--- config.mk ---
export PLATFORM = sky130hd
export DESIGN_NAME = decode_ctrl_pipe
export DESIGN_NICKNAME = d
export VERILOG_FILES = /design/src/rtl/decode_ctrl_pipe.sv
export SDC_FILE = /design/constraint.sdc
export NUM_CORES = 1
export LEC_CHECK = 0
export ABC_CLOCK_PERIOD_IN_PS = 1700
export CAP_MARGIN = 20
export CORE_AREA = 2 2 81 83
export CTS_CLUSTER_DIAMETER = 80
export DETAILED_ROUTE_END_ITERATION = 16
export DIE_AREA = 0 0 83 85
export GPL_TIMING_DRIVEN = 0
export PLACE_DENSITY = 0.79
export REMOVE_ABC_BUFFERS = 1
export SETUP_SLACK_MARGIN = 0.15
export SLEW_MARGIN = 10
export SYNTH_ARGS = -nofsm -noshare
export SYNTH_HDL_FRONTEND = slang
export SYNTH_SLANG_ARGS = --single-unit
--- constraint.sdc ---
create_clock -name clk -period 1.7 [get_ports clk]
set_input_delay 0.17 -clock clk [delete_from_list [all_inputs] [get_ports clk]]
set_output_delay 0.17 -clock clk [all_outputs]
set_load 0.03 [all_outputs]
--- src/rtl/decode_ctrl_pipe.sv ---
// decode_ctrl_pipe
//   Decodes a 32-bit MIPS instruction in ID into its full control word and
//   registers it into the ID/EX pipeline slot behind a valid/ready handshake.
//   A down-counter tracks multi-cycle HI/LO producers (MULT/DIV) and holds
//   back HI/LO-dependent instructions until the producer latency has elapsed.
//
// Parameters
//   DIV_CYCLES  cycles DIV/DIVU occupy HI/LO (>= 1)
//   MUL_CYCLES  cycles MULT/MULTU occupy HI/LO (0 = no stall)
//
// Ports
//   clk, resetn              clock, asynchronous active-low reset
//   instr_d, valid_d         ID-stage instruction and its valid flag
//   ready_d                  stage accepts instr_d this cycle (combinational)
//   valid_e, ready_e         EX slot occupancy / EX consumes the slot
//   flush_e                  kill the EX slot and abort HI/LO tracking
//   instr_e                  registered instruction
//   regwrite_e .. invalid_e  registered control word
//   hilo_busy                HI/LO producer still in flight
module decode_ctrl_pipe #(
  parameter int DIV_CYCLES = 32,
  parameter int MUL_CYCLES = 2
) (
  input  logic        clk,
  input  logic        resetn,
  input  logic [31:0] instr_d,
  input  logic        valid_d,
  output logic        ready_d,
  output logic        valid_e,
  input  logic        ready_e,
  input  logic        flush_e,
  output logic [31:0] instr_e,
  output logic        regwrite_e,
  output logic        regdst_e,
  output logic        alusrc_e,
  output logic        branch_e,
  output logic        memwrite_e,
  output logic        jump_e,
  output logic        hilowrite_e,
  output logic [1:0]  memtoreg_e,
  output logic        cp0write_e,
  output logic        eret_e,
  output logic        invalid_e,
  output logic        hilo_busy
);

  localparam int MAX_CYCLES = (DIV_CYCLES > MUL_CYCLES) ? DIV_CYCLES : MUL_CYCLES;
  localparam int CNT_W      = $clog2(MAX_CYCLES + 1);

  localparam logic [CNT_W-1:0] CNT_ZERO = CNT_W'(0);
  localparam logic [CNT_W-1:0] CNT_ONE  = CNT_W'(1);
  localparam logic [CNT_W-1:0] DIV_LOAD = CNT_W'(DIV_CYCLES);
  localparam logic [CNT_W-1:0] MUL_LOAD = CNT_W'(MUL_CYCLES);

  // Primary opcodes
  localparam logic [5:0] OP_SPECIAL = 6'h00;
  localparam logic [5:0] OP_REGIMM  = 6'h01;
  localparam logic [5:0] OP_J       = 6'h02;
  localparam logic [5:0] OP_JAL     = 6'h03;
  localparam logic [5:0] OP_BEQ     = 6'h04;
  localparam logic [5:0] OP_BNE     = 6'h05;
  localparam logic [5:0] OP_BLEZ    = 6'h06;
  localparam logic [5:0] OP_BGTZ    = 6'h07;
  localparam logic [5:0] OP_ADDI    = 6'h08;
  localparam logic [5:0] OP_ADDIU   = 6'h09;
  localparam logic [5:0] OP_SLTI    = 6'h0A;
  localparam logic [5:0] OP_SLTIU   = 6'h0B;
  localparam logic [5:0] OP_ANDI    = 6'h0C;
  localparam logic [5:0] OP_ORI     = 6'h0D;
  localparam logic [5:0] OP_XORI    = 6'h0E;
  localparam logic [5:0] OP_LUI     = 6'h0F;
  localparam logic [5:0] OP_COP0    = 6'h10;
  localparam logic [5:0] OP_LB      = 6'h20;
  localparam logic [5:0] OP_LH      = 6'h21;
  localparam logic [5:0] OP_LW      = 6'h23;
  localparam logic [5:0] OP_LBU     = 6'h24;
  localparam logic [5:0] OP_LHU     = 6'h25;
  localparam logic [5:0] OP_SB      = 6'h28;
  localparam logic [5:0] OP_SH      = 6'h29;
  localparam logic [5:0] OP_SW      = 6'h2B;

  // SPECIAL function codes
  localparam logic [5:0] F_SLL     = 6'h00;
  localparam logic [5:0] F_SRL     = 6'h02;
  localparam logic [5:0] F_SRA     = 6'h03;
  localparam logic [5:0] F_SLLV    = 6'h04;
  localparam logic [5:0] F_SRLV    = 6'h06;
  localparam logic [5:0] F_SRAV    = 6'h07;
  localparam logic [5:0] F_JR      = 6'h08;
  localparam logic [5:0] F_JALR    = 6'h09;
  localparam logic [5:0] F_SYSCALL = 6'h0C;
  localparam logic [5:0] F_BREAK   = 6'h0D;
  localparam logic [5:0] F_MFHI    = 6'h10;
  localparam logic [5:0] F_MTHI    = 6'h11;
  localparam logic [5:0] F_MFLO    = 6'h12;
  localparam logic [5:0] F_MTLO    = 6'h13;
  localparam logic [5:0] F_MULT    = 6'h18;
  localparam logic [5:0] F_MULTU   = 6'h19;
  localparam logic [5:0] F_DIV     = 6'h1A;
  localparam logic [5:0] F_DIVU    = 6'h1B;
  localparam logic [5:0] F_ADD     = 6'h20;
  localparam logic [5:0] F_ADDU    = 6'h21;
  localparam logic [5:0] F_SUB     = 6'h22;
  localparam logic [5:0] F_SUBU    = 6'h23;
  localparam logic [5:0] F_AND     = 6'h24;
  localparam logic [5:0] F_OR      = 6'h25;
  localparam logic [5:0] F_XOR     = 6'h26;
  localparam logic [5:0] F_NOR     = 6'h27;
  localparam logic [5:0] F_SLT     = 6'h2A;
  localparam logic [5:0] F_SLTU    = 6'h2B;
  localparam logic [5:0] F_ERET    = 6'h18;

  // REGIMM rt codes
  localparam logic [4:0] RT_BLTZ   = 5'h00;
  localparam logic [4:0] RT_BGEZ   = 5'h01;
  localparam logic [4:0] RT_BLTZAL = 5'h10;
  localparam logic [4:0] RT_BGEZAL = 5'h11;

  // COP0 rs codes
  localparam logic [4:0] RS_MFC0 = 5'h00;
  localparam logic [4:0] RS_MTC0 = 5'h04;
  localparam logic [4:0] RS_CO   = 5'h10;

  // Write-back source select
  localparam logic [1:0] MR_ALU = 2'b00;
  localparam logic [1:0] MR_MEM = 2'b01;
  localparam logic [1:0] MR_HI  = 2'b10;
  localparam logic [1:0] MR_LO  = 2'b11;

  typedef struct packed {
    logic       regwrite;
    logic       regdst;
    logic       alusrc;
    logic       branch;
    logic       memwrite;
    logic       jump;
    logic       hilowrite;
    logic [1:0] memtoreg;
    logic       cp0write;
    logic       eret;
    logic       invalid;
  } ctrl_t;

  localparam ctrl_t CTRL_ZERO = ctrl_t'(12'h000);

  logic [5:0]       op_s;
  logic [5:0]       funct_s;
  logic [4:0]       rs_s;
  logic [4:0]       rt_s;
  ctrl_t            dec_s;
  logic             is_hilo_s;
  logic             is_div_s;
  logic             is_mul_s;
  logic             hazard_s;
  logic             fire_s;
  ctrl_t            ctrl_r;
  logic [CNT_W-1:0] cnt_r;

  assign op_s    = instr_d[31:26];
  assign rs_s    = instr_d[25:21];
  assign rt_s    = instr_d[20:16];
  assign funct_s = instr_d[5:0];

  // Main decoder: anything not recognised yields only the invalid flag.
  always_comb begin
    dec_s     = CTRL_ZERO;
    is_hilo_s = 1'b0;
    is_div_s  = 1'b0;
    is_mul_s  = 1'b0;
    case (op_s)
      OP_SPECIAL: begin
        case (funct_s)
          F_SLL, F_SRL, F_SRA, F_SLLV, F_SRLV, F_SRAV,
          F_ADD, F_ADDU, F_SUB, F_SUBU, F_AND, F_OR,
          F_XOR, F_NOR, F_SLT, F_SLTU: begin
            dec_s.regwrite = 1'b1;
            dec_s.regdst   = 1'b1;
          end
          F_MULT, F_MULTU: begin
            dec_s.hilowrite = 1'b1;
            is_hilo_s       = 1'b1;
            is_mul_s        = 1'b1;
          end
          F_DIV, F_DIVU: begin
            dec_s.hilowrite = 1'b1;
            is_hilo_s       = 1'b1;
            is_div_s        = 1'b1;
          end
          F_MFHI: begin
            dec_s.regwrite = 1'b1;
            dec_s.regdst   = 1'b1;
            dec_s.memtoreg = MR_HI;
            is_hilo_s      = 1'b1;
          end
          F_MFLO: begin
            dec_s.regwrite = 1'b1;
            dec_s.regdst   = 1'b1;
            dec_s.memtoreg = MR_LO;
            is_hilo_s      = 1'b1;
          end
          F_MTHI, F_MTLO: begin
            dec_s.hilowrite = 1'b1;
            is_hilo_s       = 1'b1;
          end
          F_JR: begin
            dec_s.jump = 1'b1;
          end
          F_JALR: begin
            dec_s.jump     = 1'b1;
            dec_s.regwrite = 1'b1;
            dec_s.regdst   = 1'b1;
          end
          F_SYSCALL, F_BREAK: begin
            dec_s = CTRL_ZERO;
          end
          default: begin
            dec_s.invalid = 1'b1;
          end
        endcase
      end
      OP_REGIMM: begin
        case (rt_s)
          RT_BLTZ, RT_BGEZ: begin
            dec_s.branch = 1'b1;
          end
          RT_BLTZAL, RT_BGEZAL: begin
            dec_s.branch   = 1'b1;
            dec_s.regwrite = 1'b1;
          end
          default: begin
            dec_s.invalid = 1'b1;
          end
        endcase
      end
      OP_J: begin
        dec_s.jump = 1'b1;
      end
      OP_JAL: begin
        dec_s.jump     = 1'b1;
        dec_s.regwrite = 1'b1;
      end
      OP_BEQ, OP_BNE, OP_BLEZ, OP_BGTZ: begin
        dec_s.branch = 1'b1;
      end
      OP_ADDI, OP_ADDIU, OP_SLTI, OP_SLTIU,
      OP_ANDI, OP_ORI, OP_XORI, OP_LUI: begin
        dec_s.regwrite = 1'b1;
        dec_s.alusrc   = 1'b1;
      end
      OP_LB, OP_LH, OP_LW, OP_LBU, OP_LHU: begin
        dec_s.regwrite = 1'b1;
        dec_s.alusrc   = 1'b1;
        dec_s.memtoreg = MR_MEM;
      end
      OP_SB, OP_SH, OP_SW: begin
        dec_s.memwrite = 1'b1;
        dec_s.alusrc   = 1'b1;
      end
      OP_COP0: begin
        case (rs_s)
          RS_MFC0: begin
            dec_s.regwrite = 1'b1;
          end
          RS_MTC0: begin
            dec_s.cp0write = 1'b1;
          end
          RS_CO: begin
            if (funct_s == F_ERET) begin
              dec_s.eret = 1'b1;
            end else begin
              dec_s.invalid = 1'b1;
            end
          end
          default: begin
            dec_s.invalid = 1'b1;
          end
        endcase
      end
      default: begin
        dec_s.invalid = 1'b1;
      end
    endcase
    // Ensure the reserved-instruction path never leaks any side effects.
    if (dec_s.invalid) begin
      dec_s.memtoreg = MR_ALU;
    end else begin
      dec_s.memtoreg = dec_s.memtoreg;
    end
  end

  // Handshake: only HI/LO-class instructions wait on the producer counter.
  assign hilo_busy = (cnt_r != CNT_ZERO);
  assign hazard_s  = hilo_busy & is_hilo_s;
  assign ready_d   = ~flush_e & ~hazard_s & (~valid_e | ready_e);
  assign fire_s    = valid_d & ready_d;

  // ID/EX slot: flush beats load, load beats drain, otherwise hold.
  always_ff @(posedge clk or negedge resetn) begin
    if (!resetn) begin
      valid_e <= 1'b0;
      instr_e <= 32'h0000_0000;
      ctrl_r  <= CTRL_ZERO;
    end else if (flush_e) begin
      valid_e <= 1'b0;
      instr_e <= instr_e;
      ctrl_r  <= CTRL_ZERO;
    end else if (fire_s) begin
      valid_e <= 1'b1;
      instr_e <= instr_d;
      ctrl_r  <= dec_s;
    end else if (ready_e) begin
      valid_e <= 1'b0;
      instr_e <= instr_e;
      ctrl_r  <= ctrl_r;
    end else begin
      valid_e <= valid_e;
      instr_e <= instr_e;
      ctrl_r  <= ctrl_r;
    end
  end

  // HI/LO occupancy counter; keeps counting down even under back-pressure.
  always_ff @(posedge clk or negedge resetn) begin
    if (!resetn) begin
      cnt_r <= CNT_ZERO;
    end else if (flush_e) begin
      cnt_r <= CNT_ZERO;
    end else if (fire_s && is_div_s) begin
      cnt_r <= DIV_LOAD;
    end else if (fire_s && is_mul_s) begin
      cnt_r <= MUL_LOAD;
    end else if (cnt_r != CNT_ZERO) begin
      cnt_r <= cnt_r - CNT_ONE;
    end else begin
      cnt_r <= CNT_ZERO;
    end
  end

  assign regwrite_e  = ctrl_r.regwrite;
  assign regdst_e    = ctrl_r.regdst;
  assign alusrc_e    = ctrl_r.alusrc;
  assign branch_e    = ctrl_r.branch;
  assign memwrite_e  = ctrl_r.memwrite;
  assign jump_e      = ctrl_r.jump;
  assign hilowrite_e = ctrl_r.hilowrite;
  assign memtoreg_e  = ctrl_r.memtoreg;
  assign cp0write_e  = ctrl_r.cp0write;
  assign eret_e      = ctrl_r.eret;
  assign invalid_e   = ctrl_r.invalid;

endmodule

# Yosys cells after proc, flatten, opt, wreduce, memory -nomap -nowiden
# Index checks and enable logic that the tools add are counted.
# op_classes
n_addsub	1
n_eq_ne	56
mux	40
n_bitwise	8
n_reduce_logical	27
# ops
operator	n
$eq 6x6->1 const B	18
$eq 6x4->1 const B	12
$eq 6x5->1 const B	9
$eq 6x3->1 const B	7
$reduce_or 28->1	1
$eq 6x2->1 const B	4
$mux 1	24
$mux 12	2
$mux 6	4
$reduce_or 22->1	1
$reduce_or 19->1	1
$reduce_or 16->1	1
$eq 5x5->1 const B	3
$reduce_or 14->1	1
$logic_not 6->1	2
$reduce_or 2->1	6
$logic_not 5->1	2
$pmux 1 s4	2
$pmux 2 s2	2
$reduce_or 4->1	2
$reduce_or 8->1	1
$eq 6x1->1 const B	1
$mux 2	3
$pmux 1 s2	3
other kinds (14)	20
# word_totals
regBits	51
in_bits	37
output_inout_bits	47

# Depth between registers and ports, before layout
# logic_depth
ltp_word	13
depth_mapped	9
depth_no_buf	6

# Least setup slack after synthesis
# Ideal clock, no wire load.
# synth_path
path_kind	register to register
from	register cnt_r[3]
to	register ctrl_r, in the netlist eret_e
setup_time_ps	74
t_arrival_ps	1936
required_ps	1626
path_slack_ps	-310
path_stages_with_launch	7
n_path_buf	1
synth_period_minus_slack_ps	2010
path_cell_list	dfrtp_1 > nor3_1 > nand3b_1 > a21o_1 > buf_6 > or4_4 > o21ai_2
# synth_via
elab_chain_cells	7
# synth_rtl
item	line	rtl
start: declaration	157	logic [CNT_W-1:0] cnt_r;
start signal: assignment	333	cnt_r <= cnt_r - CNT_ONE;
$reduce_bool 6->1	292	assign hilo_busy = (cnt_r != CNT_ZERO);
named net hilo_busy	44	output logic hilo_busy
$and 1x1->1	293	assign hazard_s = hilo_busy & is_hilo_s;
$not 1->1	294	assign ready_d = ~flush_e & ~hazard_s & (~valid_e | ready_e);
$and 1x1->1 (2 in series)	294	
$and 1x1->1	295	assign fire_s = valid_d & ready_d;
$reduce_bool 2->1 (no line)	--	
end signal: assignment	310	ctrl_r <= dec_s;
end signal: assignment	314	ctrl_r <= ctrl_r;
end signal: assignment	318	ctrl_r <= ctrl_r;
end: declaration	156	ctrl_t ctrl_r;
# The timed path passes the listed nets, and every way through them passes these cells.
# A chain may end at the register's enable or synchronous reset.

# Worst setup path after layout
# layout_path
from	register cnt_r[2]
to	register ctrl_r, in the netlist eret_e
# layout_via
elab_chain_cells	7
# layout_rtl
item	line
$reduce_bool 6->1	292
$and 1x1->1	293
$not 1->1	294
$and 1x1->1 (2 in series)	294
$and 1x1->1	295
$reduce_bool 2->1 (no line)	--
# No other way between the ends.

==> reports/results.tsv <==
stage	metric	value	unit
outcome	status	finished, violations left	
outcome	violations	negative setup slack	
power_and_ir_drop	p_leak	2.41	nW
clock_tree	clkTransAtPathRegs	0.10	ns
critical_path	path_max_fanout	4	
critical_path	crit_chain	nor3_2, nand3b_1, buf_6, a21o_4, or4_4, o21ai_2	
power_and_ir_drop	p_per_area	996	nW/µm²
critical_path	crit_slowest_cell	or4_4	
sta	rsz0062_at_grt	true	
floorplan	dieArea	7060	µm²
layout	fillers	454	
detailed_routing	ant_nets	0	
layout	drive_gt1_share	33.1	%
synth	synth_cell_types	42	
clock_tree	clk_latency	0.31	ns
detailed_routing	firstDrtPassIters	4	
synth	synthCells	269	
sta	clock.fmax	560	MHz
synth	ys_warn_count	0	
sta	fin_crit_sh	105	%
placed_design	gp_congestion	0.736	
global_routing	grt_pass1_vias	2501	
synth	synth.avg_cell_area	8.87	µm²
clock_tree	numCtsBuffers	5	
floorplan	ios	84	
synth	synth_area	2390	µm²
run	cap_viol_max_count	0	
sta	timing.final.ws_setup	-0.0855	ns
global_routing	grt_max_degree	32	
min_path	hold_path_class	in -> reg	
layout	final_core_util	68.6	%
placed_design	pre_cts_slack	-1.01	ns
power_and_ir_drop	vdd_drop_max	0.609	mV
clock_tree	cts_tree	yes	
synth	ys.flop_type	dfrtp_1	
layout	regMostFlops	instr_e	
sta	setup_viol_count_final	17	
global_routing	grt_first_pass_wirelength	13100	µm
clock_tree	h-tree-depth	2	
layout	largest_reg_flops	32	
layout	layout.cell_area.non_filler	4260	µm²
layout	final_nets	425	
floorplan	core_area	6200	µm²
sta	tightestPinTransition	0.730	ns
global_routing	antenna_found_initial	0	
placed_design	io_buffers	83	
critical_path	cp_data_required_time	1.95	ns
sta	layout_min_cycle_time	1.79	ns
global_routing	overflow	0	
detailed_routing	drtIter0Drc	171	
sta	maxSlewViolCount	0	
placed_design	dpl_cell_area	3280	µm²
detailed_routing	wl_per_cell	19.1	µm
power_and_ir_drop	p_total	4.24	mW
synth	synth_seq_area_share	53.5	%
sta	finalClockSkew	0.00522	ns
synth	ys_ff_latch	51	
floorplan	initial_core_util	38.5	%
clock_tree	clockBufferDepth	2	
detailed_routing	avgViaCountPerCell	5.52	
synth	ys_async_sr_fraction	100	%
sta	hold_violations	0	
detailed_routing	wl	8850	µm
synth	synth_edf_count	0	
critical_path	crit_buf_inv	1	
floorplan	rows	29	
sta	hold_slack	0.193	ns
critical_path	end_kind	flip-flop	
detailed_routing	drc	0	
critical_path	criticalPathCategory	reg -> reg	
clock_tree	cts_root_buffer	clkbuf_8	
critical_path	critPathArrivalTime	2.03	ns
floorplan	dieWidth	83	µm
clock_tree	cts.sinks	51	
detailed_routing	vias	2562	
sta	relSlewSlack	51.3	%
critical_path	slowest_delay	0.52	ns
floorplan	die_h	85	µm
critical_path	cp_top_family	simple AND/OR/NAND/NOR gates	
layout	antenna_cells	0	
layout	area_delta_synth_final	78.5	%
global_routing	grt_use_total	23.5	%
placed_design	hpwl	4400	µm
critical_path	critPathLaunchType	flip-flop	
==> cell usage in the layout, fill, tap and decap left out, types with 5 or more instances in the layout <==
master,n
clkbuf_8,5
nand3_1,5
clkdlybuf4s50_1,35
a21oi_1,5
nand2_2,39
nand2_1,53
buf_4,21
a21o_4,7
dfrtp_1,51
nand2_4,7
dlygate4sd2_1,6
nor2_1,13
o21ai_2,9
o21ai_1,5
dlymetal6s2s_1,39
buf_6,6
==> tightest hold or removal path, stage by stage <==
cell and delay (ns):
dlymetal6s2s_1 0.18, nand2_1 0.08, nand2_1 0.04
==> routing by layer <==
metal  track usage (%)  vias to the layer above  wire length [µm]
li1                  -                     1151                 -
met1              29.2                     1289              3500
met2              41.1                       95              4590
met3              4.57                       27               430
met4              8.35                        0               329
met5                 0                        -                 0
==> cells in the mapped netlist, drive strengths merged, types with 3 or more instances <==
cell	number	share of area [%]
a221oi	3	1.1
a21o	3	0.94
a21oi	6	1.4
nor2	14	2.2
nand3	8	1.7
a31oi	3	0.79
dfrtp	51	53
and3	3	0.79
nand2	99	16
nor3	6	1.5
o21ai	17	3.7
buf	10	2.9
inv	7	1.1
clkbuf	5	0.79
nor4b	3	1.1
==> repair_timing <==
action / CTS / global route
endpoints found under the hold margin: 30 / 0
gates cloned: 11 / 0
setup buffers: 22 / 6
gates resized for setup: 81 / 92
pin swaps: 35 / 34
setup endpoints to repair: 49 / 80
hold buffers: 1 / 0
==> path summary, 6_finish.rpt <==
kind	start	slack (ns)	end	cells past startpoint
max	cnt_r[2]	-0.09	eret_e	6
min	instr_d[2]	0.19	instr_e[2]	3
max reg2reg	cnt_r[2]	-0.09	eret_e	6
min reg2reg	instr_e[23]	0.49	instr_e[23]	2
max in group asynchronous	resetn	0.68	instr_e[27]	3
min in group asynchronous	resetn	0.45	hilowrite_e	2
==> stage by stage <==
step / instances / TNS, ns
after global routing: 464 / -2.16
after detailed placement: 416 / -40.72
after floorplan: 254 / -30.34
after global placement: 414 / -121.30
after CTS: 458 / -0.109
final: 464 / -0.364
==> power by group <==
group | switching, mW | total [mW] | internal [mW]
combinational | 0.968 | 1.72 | 0.755
clock | 0.433 | 1.02 | 0.587
sequential | 0.117 | 1.50 | 1.38
total | 1.52 | 4.24 | 2.73
==> area by class of cell <==
class / instances / area, µm² / area share (%)
Inverter: 7 / 30.0 / 0.705
Clock inverter: 3 / 67.6 / 1.59
Multi-Input combinational cell: 203 / 1380 / 32.5
Clock buffer: 5 / 68.8 / 1.62
Tap cell: 77 / 96.3 / 2.26
Timing Repair Buffer: 118 / 1340 / 31.4
Sequential cell: 51 / 1280 / 30.0
==> cell families after synthesis <==
| family | Yosys count | synth area share (%) |
|---|---|---|
| XOR/XNOR | 4 | 1.47 |
| AND/OR/NAND/NOR | 146 | 27.0 |
| flip-flops | 51 | 53.5 |
| AO/OA/AOI/OAI | 44 | 12.2 |
| adder cells (fa/ha/maj) | 2 | 1.05 |
| buffers and inverters | 22 | 4.82 |
Power figures use the tool's default switching activity.
